### src/rtl/mod_updown_chain_pkg.sv
// Shared constants and elaboration helpers for the mod_updown_chain counter.
// Optional saturating behaviour is selected with the CNT_SAT_EN macro.
package mod_updown_chain_pkg;

    localparam logic DIR_UP = 1'b1;
    localparam logic DIR_DN = 1'b0;

    function automatic int clog2(input int value);
        int r;
        r = 0;
        for (int i = 0; i < 32; i++) begin
            if ((64'd1 << i) < 64'(value)) begin
                r = i + 1;
            end else begin
                r = r;
            end
        end
        return r;
    endfunction

    // A digit needs at least two states and W bits wide enough to hold RADIX-1.
    function automatic bit params_legal(input int radix, input int w);
        return (radix >= 2) && (w >= 1) && (w >= clog2(radix));
    endfunction

endpackage

### src/rtl/mod_updown_chain_digit.sv
// One W-bit modulo-RADIX up/down digit with clamped parallel load.
module mod_digit
    import mod_updown_chain_pkg::*;
#(
    parameter int RADIX = 10,
    parameter int W     = 4
) (
    input  logic         CLK,
    input  logic         MR,
    input  logic         step,
    input  logic         up,
    input  logic         ld,
    input  logic [W-1:0] d,
    output logic [W-1:0] q,
    output logic         at_term
);

    localparam logic [W:0]   RADIX_X = (W+1)'(RADIX);
    localparam logic [W-1:0] MAX_V   = W'(RADIX - 1);
    localparam logic [W-1:0] ZERO_V  = W'(0);

    logic [W-1:0] q_r;
    logic [W-1:0] d_clamp_s;
    logic [W-1:0] q_next_s;

    // Clamp out-of-range load digits to the largest legal value.
    always_comb begin
        d_clamp_s = d;
        if ({1'b0, d} >= RADIX_X) begin
            d_clamp_s = MAX_V;
        end else begin
            d_clamp_s = d;
        end
    end

    // Next digit value: load beats step, step wraps within 0..RADIX-1.
    always_comb begin
        q_next_s = q_r;
        if (ld) begin
            q_next_s = d_clamp_s;
        end else if (step) begin
            if (up == DIR_UP) begin
                q_next_s = (q_r == MAX_V) ? ZERO_V : (q_r + W'(1));
            end else begin
                q_next_s = (q_r == ZERO_V) ? MAX_V : (q_r - W'(1));
            end
        end else begin
            q_next_s = q_r;
        end
    end

    // Digit register with asynchronous master reset.
    always_ff @(posedge CLK or negedge MR) begin
        if (!MR) begin
            q_r <= ZERO_V;
        end else begin
            q_r <= q_next_s;
        end
    end

    assign q       = q_r;
    assign at_term = (up == DIR_DN) ? (q_r == ZERO_V) : (q_r == MAX_V);

endmodule

### src/rtl/mod_updown_chain.sv
// Cascadable NDIG-digit modulo-RADIX up/down counter with load, carry and terminal count.
// Define CNT_SAT_EN to make the chain saturate at its end values instead of wrapping.
module mod_updown_chain
    import mod_updown_chain_pkg::*;
#(
    parameter int RADIX = 10,
    parameter int W     = 4,
    parameter int NDIG  = 2
) (
    input  logic              CLK,
    input  logic              MR,
    input  logic              EN,
    input  logic              UP,
    input  logic              LD,
    input  logic [NDIG*W-1:0] D,
    output logic [NDIG*W-1:0] Q,
    output logic              CO,
    output logic              TC
);

    if (!params_legal(RADIX, W)) begin : g_param_err
        $error("mod_updown_chain: illegal parameters, need RADIX>=2 and 2**W>=RADIX");
    end

    logic [NDIG-1:0] step_s;
    logic [NDIG-1:0] at_term_s;
    logic            all_term_s;
    logic            base_step_s;
    logic            co_r;

    assign all_term_s = &at_term_s;

`ifdef CNT_SAT_EN
    // Saturation blocks the whole chain once every digit sits at its end value.
    assign base_step_s = EN & ~LD & ~all_term_s;
`else
    assign base_step_s = EN & ~LD;
`endif

    for (genvar k = 0; k < NDIG; k++) begin : g_dig
        if (k == 0) begin : g_lsd
            assign step_s[k] = base_step_s;
        end else begin : g_upper
            assign step_s[k] = step_s[k-1] & at_term_s[k-1];
        end

        mod_digit #(
            .RADIX (RADIX),
            .W     (W)
        ) u_digit (
            .CLK     (CLK),
            .MR      (MR),
            .step    (step_s[k]),
            .up      (UP),
            .ld      (LD),
            .d       (D[k*W +: W]),
            .q       (Q[k*W +: W]),
            .at_term (at_term_s[k])
        );
    end

    // Carry marks a full-chain wrap (or a blocked step when saturating).
    always_ff @(posedge CLK or negedge MR) begin
        if (!MR) begin
            co_r <= 1'b0;
        end else if (LD) begin
            co_r <= 1'b0;
        end else if (EN) begin
            co_r <= all_term_s;
        end else begin
            co_r <= co_r;
        end
    end

    assign CO = co_r;
    assign TC = EN & ~LD & all_term_s;

endmodule

### config.mk
export PLATFORM = sky130hd
export DESIGN_NAME = mod_updown_chain
export DESIGN_NICKNAME = d
export VERILOG_FILES = /design/src/rtl/mod_updown_chain_pkg.sv /design/src/rtl/mod_updown_chain_digit.sv /design/src/rtl/mod_updown_chain.sv
export SDC_FILE = /design/constraint.sdc
export NUM_CORES = 1
export LEC_CHECK = 0
export CAP_MARGIN = 20
export CORE_MARGIN = 2
export CORE_UTILIZATION = 34
export DETAILED_ROUTE_END_ITERATION = 6
export PLACE_DENSITY_LB_ADDON = 0.08
export SLEW_MARGIN = 0
export SYNTH_ARGS = -nofsm -noshare
export SYNTH_HDL_FRONTEND = slang
export SYNTH_SLANG_ARGS = --single-unit
### constraint.sdc
create_clock -name CLK -period 2.3 [get_ports CLK]
set_input_delay 0.46 -clock CLK [delete_from_list [all_inputs] [get_ports CLK]]
set_output_delay 0.46 -clock CLK [all_outputs]
set_load 0.05 [all_outputs]
==> qor.txt <==
HP Class -> input pin to asynchronous set/reset pin
first drt pass iteration count -> 4
clk sinks -> 9
CP Depth -> 1
Layout Skew -> 3.369 ps
asr flop ratio synth -> 100.0%
met1 usage -> 21.38%
WP data required -> 1840 ps
Worst EP arrival -> 1760 ps
detailed-route DRC error count -> 0
commonest register cell after synthesis -> dfrtp_1
Synth area leader -> dfrtp_1
crit path max fanout -> 14
Worst R2R Setup Slack -> 560 ps
Core Util, Final -> 50.72%
clk buf depth -> 2
Placed Cells -> 154
total gr overflow -> 0
RSZ-0062 raised after global routing -> no
Post-Synthesis Cell Area -> 823.3 um^2
post-route insts no fill -> 158
layout cells sized above 1 -> 15.38%
later-pin clock latency in the skew report -> 260 ps
outcome -> finished, final reports clean
total setup buffers inserted after CTS -> 0
hold-fix buffers at CTS -> 0
Synth top cells by count -> 11 x nor2_1, 9 x dfrtp_1, 8 x nand2_1, 8 x o21ai_0, 7 x clkbuf_1
final hold slack -> 491.2 ps
dpl hpwl -> 1574 um
Num CTS Buffers -> 3
met2 usage -> 29.42%
height of the die -> 53.21 um
register area share after synthesis -> 27.36%
# diodes -> 0
Initial Utilization -> 36.52%
Cells after Synth -> 107
gr usage total -> 17.04%
Die Wd -> 53.21 um
Final setup viols -> 0
CP Cell Sequence -> clkdlybuf4s50_1
largest family of logic cells by synthesized area -> compound AO/OA/AOI/OAI gates
Post-Synth Simple-Gate Area -> 25.68%
largest net degree at the start of global routing -> 18
Slew @ Worst Pin -> 499.4 ps
r2r worst-path depth -> 5
DR WL/cell -> 13.08 um
Most Crowded Layer GR -> met2
max_cap viols -> 0
CTS clk-pin slew, worst paths -> 60 ps
Final Hold Vio Count -> 0
crit path capture -> Q[0]
H-tree depth -> 1
Final ANT Viol Nets -> 0
CP max stage delay -> 890 ps
Peak supply drop -> 417.6 uV
crit path from -> g_dig[0].u_digit.q[0]
ranking of synthesized cells by area -> dfrtp_1 27%, xnor2_1 6.4%, nor2_1 5.0%, o21ai_0 4.9%, a21oi_1 3.6%
Design Area, Final -> 1144 um^2
post-synthesis adder-cell area fraction -> 0%
Worst R2R End -> g_dig[1].u_digit.q[2]
placed inst area -> 1100 um^2
Port Buffers -> 22
Core Region -> 2255 um^2
post-layout min period -> 2221 ps
post-synthesis average cell area -> 7.694 um^2
fmax -> 450.2 MHz
die area -> 2831 um^2
first-pass GRT wire length -> 3594 um
row count -> 17
Pins Over Slew Limit -> 0
synth unique cells -> 39
CP top delay family -> buffers and inverters
GRT met3 Usage -> 4.520%
most frequent cell after synthesis -> nor2_1
multiplexer area fraction after synthesis -> 0%
drt via density -> 5.601
Synth Area in Compound Gates -> 32.07%
CTS tree -> done
Setup TNS Final -> 0 ps
Final Wtd Congestion -> 0.7090
Buffers & Inverters on Critical Path -> 1
share of Yosys cell area claimed by the top area cell type -> 27.36%
pwr/cell area -> 527.4 nW/um^2
Slew headroom -> 66.60%
EDFF count, synth -> 0
Syn Nets -> 120
initial antenna violation count -> 0
Post-Synth XOR/XNOR Area -> 6.383%
violation count after the first detailed-routing iteration -> 25
Worst R2R Start -> g_dig[1].u_digit.q[0]
WL final -> 2066 um
Nets -> 144
Layout area overhead -> 38.91%
Startpoint Class -> flop
final cycle utilization of the critical path -> 96.57%
flops & latches, synth -> 9
Ports -> 23
Vias -> 885
Leakage -> 0.4697 nW
Root Buffer Master -> clkbuf_4
Worst path slowest cell -> clkdlybuf4s50_1
YS warnings -> 0
vias in the first global route -> 793
CP endpoint kind -> output pin
CP Class -> flop to output pin
[layout make-up]
cell class,instances,area (um^2)
Sequential cell,9,226.5
Fill cell,248,1111
Tap cell,28,35.03
Timing Repair Buffer,31,304.0
Multi-Input combinational cell,83,540.5
Clock buffer,4,26.28
Inverter,3,11.26
[cells in the final DEF (no fill, tap or decap), types with 2 or more instances in the layout]
| master | Yosys | layout |
|---|---|---|
| nand2_1 | 8 | 8 |
| a21oi_1 | 6 | 6 |
| clkdlybuf4s50_1 | 0 | 20 |
| dfrtp_1 | 9 | 8 |
| a22oi_1 | 2 | 2 |
| clkbuf_4 | 0 | 3 |
| buf_4 | 1 | 8 |
| xnor2_1 | 6 | 6 |
| o211ai_1 | 4 | 4 |
| nand2b_1 | 3 | 3 |
| nand3b_1 | 2 | 2 |
| o21a_1 | 2 | 2 |
| and3b_1 | 2 | 2 |
| nor4_1 | 2 | 2 |
| o21ai_0 | 8 | 8 |
| a211oi_1 | 3 | 2 |
| o21ai_1 | 2 | 2 |
| nor2b_1 | 2 | 2 |
| o211a_1 | 2 | 2 |
| and3_1 | 2 | 2 |
| inv_1 | 3 | 3 |
| nand3_1 | 2 | 2 |
| nor2_1 | 11 | 10 |
[per-layer routing]
layer	up-vias	wire length [um]
li1	435	-
met1	423	857
met2	27	1098
met3	0	110
met4	0	0
met5	-	0
[cells by family after synthesis]
family                 count (synthesis)
flip-flops                             9
AND/OR/NAND/NOR                       39
buffers and inverters                 15
AO/OA/AOI/OAI                         38
XOR/XNOR                               6
[power by group]
part	internal, mW	leakage [nW]	switching [mW]
clock	0.0670	0.0150	0.0582
combinational	0.120	0.345	0.144
sequential	0.174	0.110	0.0395
[sequential cells by signal, indices dropped and copies added (netlist names)]
signal and cells:
CO 1, g_dig.u_digit.q 8
[repair_timing]
action / CTS / global route
endpoints found under the setup margin: 1 / 1
resized for setup: 2 / 3
pin swaps: 0 / 5
[worst min path at each step]
stage	end	slack (ps)	depth (start not counted)
after floorplan	CO	160	0
after global placement	CO	520	2
after detailed placement	CO	530	2
after CTS	g_dig[1].u_digit.q[0]	510	1
after global routing	CO	520	1
final	g_dig[1].u_digit.q[2]	490	1
[stage by stage]
step,total power [mW],setup slack [ps]
floorplan,0.3878,25.29
global placement,0.4747,-31.16
detailed placement,0.4776,-25.92
CTS,0.6075,6.464
global route,0.6463,2.594
finish,0.6032,78.92
Power figures use the tool's default switching activity.
